File: config.mk
export PLATFORM = sky130hd
export DESIGN_NAME = irq_ctrl
export DESIGN_NICKNAME = d
export VERILOG_FILES = /design/src/rtl/irq_ctrl.sv
export SDC_FILE = /design/constraint.sdc
export NUM_CORES = 1
export LEC_CHECK = 0
export ABC_AREA = 0
export CORE_UTILIZATION = 25
export DETAILED_ROUTE_END_ITERATION = 6
export DONT_BUFFER_PORTS = 1
export PLACE_DENSITY = 0.45
export SLEW_MARGIN = 25
export SYNTH_ARGS = -nofsm -noshare
export SYNTH_HDL_FRONTEND = slang
export SYNTH_SLANG_ARGS = --single-unit
File: constraint.sdc
create_clock -name clk -period 3.4 [get_ports clk]
set_input_delay 0.51 -clock clk [delete_from_list [all_inputs] [get_ports clk]]
set_output_delay 0.51 -clock clk [all_outputs]
set_load 0.01 [all_outputs]
File: src/rtl/irq_ctrl.sv
// irq_ctrl - eight-line interrupt request controller.
//
// This block captures rising edges on the request lines into a pending
// register, gates them with a software mask, and presents the
// highest-priority enabled request (bit N-1 highest) on a valid/ack handshake.
// An accepted acknowledge clears the pending bit that was being serviced.
//
// Ports:
//   clk         in   rising-edge clock
//   rst         in   asynchronous active-high reset
//   req         in   [N-1:0] level request lines; a 0->1 transition raises an interrupt
//   mask_we     in   mask register write strobe
//   mask_wdata  in   [N-1:0] new mask (1 = line enabled)
//   irq_ack     in   consumer acknowledge, sampled only while irq_valid=1
//   ovr_clr     in   clears the overrun register
//   irq_valid   out  an interrupt id is being presented
//   irq_id      out  [IDW-1:0] presented interrupt index, stable while irq_valid=1
//   pending     out  [N-1:0] pending register (unmasked)
//   mask        out  [N-1:0] mask register
//   overrun     out  [N-1:0] sticky flag: edge arrived while line already pending
module irq_ctrl #(
  parameter int N   = 8,
  parameter int IDW = 3
) (
  input  logic           clk,
  input  logic           rst,
  input  logic [N-1:0]   req,
  input  logic           mask_we,
  input  logic [N-1:0]   mask_wdata,
  input  logic           irq_ack,
  input  logic           ovr_clr,
  output logic           irq_valid,
  output logic [IDW-1:0] irq_id,
  output logic [N-1:0]   pending,
  output logic [N-1:0]   mask,
  output logic [N-1:0]   overrun
);

  typedef enum logic {
    IDLE,
    PRESENT
  } state_t;

  state_t         state;
  logic [N-1:0]   req_q;
  logic [N-1:0]   edge_vec;
  logic [N-1:0]   clr_vec;
  logic [N-1:0]   new_ovr;
  logic [N-1:0]   sel;
  logic [IDW-1:0] sel_id;

  always_comb begin
    edge_vec = req & ~req_q;
    sel      = pending & mask;
  end

  // The presented line is cleared only on an acknowledge accepted while
  // presenting. An acknowledge in IDLE does nothing.
  always_comb begin
    clr_vec = '0;
    if (state == PRESENT && irq_ack) begin
      clr_vec[irq_id] = 1'b1;
    end
  end

  // A line being cleared in this cycle is consumed, so a simultaneous new
  // edge on it is a fresh interrupt and not an overrun.
  always_comb begin
    new_ovr = edge_vec & pending & ~clr_vec;
  end

  // Priority encoder: ascending scan, so the highest set bit is written last
  // and wins.
  always_comb begin
    sel_id = '0;
    for (int i = 0; i < N; i++) begin
      if (sel[i]) begin
        sel_id = IDW'(i);
      end
    end
  end

  always_ff @(posedge clk or posedge rst) begin
    if (rst) begin
      state     <= IDLE;
      req_q     <= '0;
      pending   <= '0;
      overrun   <= '0;
      mask      <= '1;
      irq_valid <= 1'b0;
      irq_id    <= '0;
    end else begin
      req_q <= req;
      // Set wins over clear. Masked lines still capture edges.
      pending <= (pending & ~clr_vec) | edge_vec;

      // A new overrun event takes precedence over the clear.
      if (ovr_clr) begin
        overrun <= new_ovr;
      end else begin
        overrun <= overrun | new_ovr;
      end

      if (mask_we) begin
        mask <= mask_wdata;
      end

      case (state)
        IDLE: begin
          if (sel != '0) begin
            irq_id    <= sel_id;
            irq_valid <= 1'b1;
            state     <= PRESENT;
          end
        end
        PRESENT: begin
          // Once presented, the id is committed until it is acknowledged.
          if (irq_ack) begin
            irq_valid <= 1'b0;
            state     <= IDLE;
          end
        end
        default: begin
          state     <= IDLE;
          irq_valid <= 1'b0;
        end
      endcase
    end
  end

endmodule

==> flow_metrics.env, run 1 <==
export IMPL_status="finished clean"
export IMPL_tightest_slew_ns=0.645
export IMPL_ctsRootBufferMaster="clkbuf_8"
export IMPL_hold_viol=0
export IMPL_hold_path_class="in2async"
export IMPL_synth_edf_count=0
export IMPL_drt_pass1_iterations=2
export IMPL_yosys_warnings=0
export IMPL_fin_hold_ws_ns=0.191
export IMPL_finalSetupTns_ns=0
export IMPL_grt_ovfl_total=0
export IMPL_h_tree_depth=2
export IMPL_die_area_sq_um=6180
export IMPL_cts_setup_buffers=0
export IMPL_clock_path_buffers=2
export IMPL_initial_utilization=0.263
export IMPL_cts_tree="built"
export IMPL_peakVddDrop_mv=0.292
export IMPL_worst_clock_skew_ns=0.00331
export IMPL_place_hpwl_mm=2.44
export IMPL_antenna_found_initial=0
export IMPL_grt_total_usage=0.116
export IMPL_io_buffers=0
export IMPL_ioPinCount=49
export IMPL_fin_cells=196
export IMPL_ctsResizeCount=0
export IMPL_cp_end_kind="register"
export IMPL_dp_cells=188
export IMPL_syn_area_sq_um=1470
export IMPL_min_period_ns=1.48
export IMPL_fp_row_count=27
export IMPL_fmax_mhz=674
export IMPL_slew_headroom=0.569
export IMPL_grt_pass1_vias=979
export IMPL_p_leak_nw=0.684
export IMPL_synth_cell_type_count=25
export IMPL_synth_seq_area_share=0.638
export IMPL_die_w_um=78.6
export IMPL_drv_slew=0
export IMPL_placed_cell_area_sq_um=1560
export IMPL_path_clk_slew_ns=0.07
export IMPL_rsz0062_at_grt="false"
export IMPL_grt_pass1_wl_mm=5.24
export IMPL_drtAntennaViolNets=0
export IMPL_area_delta_synth_final_pct=14.6
export IMPL_core_area_sq_um=5570
export IMPL_min_period_over_period=0.436
export IMPL_ys_ff_latch=37
export IMPL_fin_area_sq_um=1680
export IMPL_synth_flop_cell="dfrtp_1"
export IMPL_n_antenna_cell=0
export IMPL_drc=0
export IMPL_synth_async_reset_ratio=1.00
export IMPL_crit_arrival_ns=1.65
export IMPL_netlist_instances=116
export IMPL_die_y_um=78.6
export IMPL_start_kind="register"
export IMPL_place_gp_congestion=0.763
export IMPL_clock_sinks=37
export IMPL_critPathMaxFanout=5
export IMPL_critical_path_class="reg2reg"
export IMPL_numCtsBuffers=5
export IMPL_n_fill_cell=586
export IMPL_wirelength_mm=3.15
export IMPL_fin_nets=144
export IMPL_grt_start_max_net_pins=32
export IMPL_final_layout_size_suffix_gt1_frac=0.290
export IMPL_cap_violations=0
export IMPL_routedWlPerCell_um=16.1
export IMPL_avgSynthCellArea_sq_um=12.6
export IMPL_dr_total_vias=889
export IMPL_clk_latency_ns=0.28
export IMPL_dr_first_iter_drc_count=45
export IMPL_powerDensity_nw_per_um2=788
export IMPL_p_total_mw=1.32
export IMPL_setup_viol=0
export IMPL_syn_nets=137
export IMPL_cts_hold_buf=0
export IMPL_viasPerCell=4.54
export IMPL_cp_required_ns=3.57
-- per-stage QoR --
step,setup WS (ns),utilization
after floorplan,2.01,-
after global placement,1.88,0.281
after detailed placement,1.91,0.281
after CTS,1.90,0.301
after global routing,1.86,0.301
final,1.92,0.301
-- cell usage after synthesis (2+ instances only) --
cell,count,share of area
nand2b_1,10,0.043
dfstp_2,8,0.14
dfrtp_1,29,0.49
o21ai_1,4,0.014
a21o_2,2,0.012
a22oi_2,4,0.034
o21ai_0,3,0.010
mux2_2,8,0.061
nand3_1,2,0.0068
o22ai_1,8,0.034
a21o_1,2,0.010
inv_1,11,0.028
nand2_1,13,0.033
-- critical path: stages, from the launching register on --
cell and delay [ns]:
dfstp_2 0.59, a22oi_2 0.11, a41oi_2 0.34, mux2_4 0.33
-- power by group --
| part | switching (mW) | internal [mW] |
|---|---|---|
| clock | 0.145 | 0.239 |
| sequential | 0.171 | 0.540 |
| combinational | 0.115 | 0.114 |
| total | 0.430 | 0.893 |
-- cell type report --
| class | count | area (sq um) | share of cell area |
|---|---|---|---|
| clock inverter | 1 | 30.0 | 0.0179 |
| tap | 72 | 90.1 | 0.0536 |
| inverter | 11 | 41.3 | 0.0246 |
| sequential | 37 | 936 | 0.557 |
| timing repair buffer | 2 | 15.0 | 0.00894 |
| clock buffer | 7 | 86.3 | 0.0514 |
| multi-input combinational | 66 | 482 | 0.287 |
-- cell usage in the layout, fill, tap and decap left out, types with 2 or more instances in the layout --
| cell type | n |
|---|---|
| a21o_1 | 2 |
| a21o_2 | 2 |
| a22oi_2 | 4 |
| buf_4 | 2 |
| clkbuf_8 | 6 |
| dfrtp_1 | 29 |
| dfstp_2 | 8 |
| inv_1 | 10 |
| mux2_2 | 8 |
| nand2_1 | 13 |
| nand2b_1 | 10 |
| nand3_1 | 2 |
| o21ai_0 | 3 |
| o21ai_1 | 4 |
| o22ai_1 | 8 |
-- cell families after synthesis --
kind of cell	Yosys count	share of synthesized area
flops	37	0.638
buf+inv	13	0.0333
compound gates	30	0.166
simple gates	27	0.0913
mux	9	0.0717
-- metal layers --
layer / up-vias / GRT usage / routed length [um]
met4: 0 / 0.0667 / 88
met3: 10 / 0.0488 / 231
li1: 417 / - / -
met2: 33 / 0.175 / 1460
met1: 429 / 0.136 / 1370
met5: - / 0 / 0
-- path summary, 6_finish.rpt --
kind                               start          to  slack (ns)  cells past startpoint
worst max-delay path             mask[7]   irq_id[1]        1.92                      3
worst min-delay path                 rst  overrun[2]        0.19                      1
worst max register to register   mask[7]   irq_id[1]        1.92                      3
worst min register to register  req_q[2]  pending[2]        0.52                      2
max in group asynchronous            rst     mask[4]        2.60                      2
min in group clk                  req[3]    req_q[3]        0.25                      0
-- flip-flops by register name (all words and copies together), names as in the netlist --
signal     cells
overrun        8
irq_id         3
state          1
req_q          8
mask           8
pending        8
irq_valid      1
Power figures use the tool's default switching activity.
==> run 2, diff against run 1 <==
Settings changed: ABC_AREA 0 to 1, PLACE_DENSITY 0.45 to 0.47.
Clock period 3.4 ns to 1.3 ns, I/O delays scaled along.
==> flow_metrics.env, run 2 <==
export IMPL_path_clk_slew_ns=0.07
export IMPL_grt_pass1_wl_mm=5.75
export IMPL_final_layout_size_suffix_gt1_frac=0.268
export IMPL_grt_ovfl_total=0
export IMPL_place_hpwl_mm=2.68
export IMPL_min_period_ns=1.21
export IMPL_p_leak_nw=0.874
export IMPL_r2r_end="irq_id[0]"
export IMPL_clock_sinks=37
export IMPL_min_period_over_period=0.929
export IMPL_drc=0
export IMPL_ioPinCount=49
export IMPL_die_y_um=79.5
export IMPL_placed_cell_area_sq_um=1660
export IMPL_place_gp_congestion=0.798
export IMPL_synth_cell_type_count=23
export IMPL_layout_common_cells="dfrtp_1, nand2_1, inv_1"
export IMPL_tightest_slew_ns=0.461
export IMPL_grt_total_usage=0.125
export IMPL_fmax_mhz=828
export IMPL_hold_start="ovr_clr"
export IMPL_hold_path_class="in2reg"
export IMPL_r2r_start="mask[5]"
export IMPL_ys_ff_latch=37
export IMPL_drt_pass1_iterations=4
export IMPL_cts_setup_buffers=0
export IMPL_area_delta_synth_final_pct=24.1
export IMPL_peakVddDrop_mv=0.768
export IMPL_hold_viol=0
export IMPL_hold_path_end="overrun[2]"
export IMPL_critPathMaxFanout=7
export IMPL_powerDensity_nw_per_um2=1870
export IMPL_die_w_um=79.5
export IMPL_critical_path_class="reg2reg"
export IMPL_slew_headroom=0.693
export IMPL_synth_top_area_share=0.483
export IMPL_cp_end_kind="register"
export IMPL_finalSetupTns_ns=0
export IMPL_fin_nets=188
export IMPL_fin_area_sq_um=1860
export IMPL_fp_row_count=27
export IMPL_r2r_slack_ns=0.09
export IMPL_min_path_cells=1
export IMPL_ctsRootBufferMaster="clkbuf_8"
export IMPL_yosys_warnings=0
export IMPL_start_kind="register"
export IMPL_syn_nets=162
export IMPL_ctsResizeCount=0
export IMPL_drv_slew=0
export IMPL_ff2ff_path_depth=7
export IMPL_synth_common_cells="dfrtp_1, nand2_1, inv_1"
export IMPL_dr_first_iter_drc_count=80
export IMPL_syn_area_sq_um=1500
export IMPL_core_area_sq_um=5640
export IMPL_h_tree_depth=2
export IMPL_wirelength_mm=3.58
export IMPL_routedWlPerCell_um=14.9
export IMPL_netlist_instances=141
export IMPL_cts_tree="built"
export IMPL_synth_async_reset_ratio=1.00
export IMPL_yosysMostFrequentCell="dfrtp_1"
export IMPL_status="finished clean"
export IMPL_worst_clock_skew_ns=0.00614
export IMPL_cp_required_ns=1.47
export IMPL_drtAntennaViolNets=0
export IMPL_clock_path_buffers=2
export IMPL_io_buffers=0
export IMPL_viasPerCell=4.43
export IMPL_synth_seq_area_share=0.623
export IMPL_die_area_sq_um=6320
export IMPL_crit_arrival_ns=1.38
export IMPL_cap_violations=0
export IMPL_grt_pass1_vias=1147
export IMPL_n_antenna_cell=0
export IMPL_antenna_found_initial=0
export IMPL_p_total_mw=3.48
export IMPL_initial_utilization=0.266
export IMPL_setup_viol=0
export IMPL_yosysTopAreaCell="dfrtp_1"
export IMPL_grt_start_max_net_pins=38
export IMPL_final_common_cell="dfrtp_1"
export IMPL_numCtsBuffers=5
export IMPL_synth_edf_count=0
export IMPL_synth_flop_cell="dfrtp_1"
export IMPL_rsz0062_at_grt="false"
export IMPL_clk_latency_ns=0.28
export IMPL_ys_top_cells_by_area="dfrtp_1, dfstp_2, nand2_1"
export IMPL_avgSynthCellArea_sq_um=10.6
export IMPL_dr_total_vias=1062
==> run 2: cell types whose count changed in the layout (fill, tap and decap cells not counted), moves of 8 or more <==
cell / delta
nand2_1: +12
buf_4: +8
dlygate4sd3_1: +10
inv_1: +13
nand2b_1: -10
==> run 2: worst max-delay path, cell delays in order (launching register included) <==
cell and delay (ns):
dfstp_2 0.58, nand2_2 0.08, nand2_2 0.08, nor2_2 0.04, nand2_2 0.09, nand2_4 0.07, nor2_2 0.09, a21oi_2 0.05
==> run 2: stage by stage <==
| step | worst slack (ns) | utilization | std cells | hold slack [ns] |
|---|---|---|---|---|
| 2_1_floorplan | 0.167 | - | 141 | 0.226 |
| 3_3_place_gp | 0.120 | 0.295 | 222 | 0.212 |
| 3_5_place_dp | 0.0879 | 0.295 | 222 | 0.224 |
| 4_1_cts | 0.0698 | 0.328 | 239 | 0.00186 |
| 5_1_grt | 0.00348 | 0.330 | 240 | 0.0193 |
| 6_report | 0.0927 | 0.330 | 240 | 0.0131 |
==> run 2: worst max-delay path by stage <==
stage                  from        end  slack [ns]  cells after the start
finish              mask[5]  irq_id[0]        0.09                      7
global route        mask[1]  irq_id[0]       0.003                      7
CTS                 mask[1]  irq_id[0]        0.07                      7
detailed placement  mask[1]  irq_id[0]        0.09                      7
global placement    mask[1]  irq_id[0]        0.12                      7
floorplan           mask[3]  irq_id[0]        0.17                      7
==> run 2: report_power, final <==
part | leakage [nW] | internal (mW) | total [mW] | switching, mW
registers | 0.407 | 1.43 | 1.76 | 0.331
logic | 0.413 | 0.383 | 0.861 | 0.478
clock network | 0.0542 | 0.479 | 0.862 | 0.383
total | 0.874 | 2.29 | 3.48 | 1.19
==> run 2: per-layer routing <==
layer | vias to the layer above | wire (um) | global-route usage
met5 | - | 0 | 0
met4 | 0 | 79 | 0.0673
met3 | 6 | 283 | 0.0354
met2 | 43 | 1730 | 0.206
met1 | 495 | 1490 | 0.146
li1 | 518 | - | -
==> run 2: cell families after synthesis <==
kind of cell	after synthesis	synth area share
AND/OR/NAND/NOR	48	0.151
flip-flops	37	0.623
AO/OA/AOI/OAI	24	0.105
buffers and inverters	24	0.0608
multiplexers	8	0.0600
==> run 2: area by class of cell <==
cell class                      count  area [sq um]
Inverter                           23          86.3
Clock inverter                      1          5.00
Tap cell                           72          90.1
Fill cell                         574          3780
Timing Repair Buffer               20           175
Multi-Input combinational cell     80           474
Sequential cell                    37           936
Clock buffer                        7          96.3
==> run 2: what timing repair did <==
action / 4_1_cts / 5_1_grt
hold buffers: 9 / 1
endpoints found under the setup margin: 0 / 2
hold endpoints to repair: 37 / 1
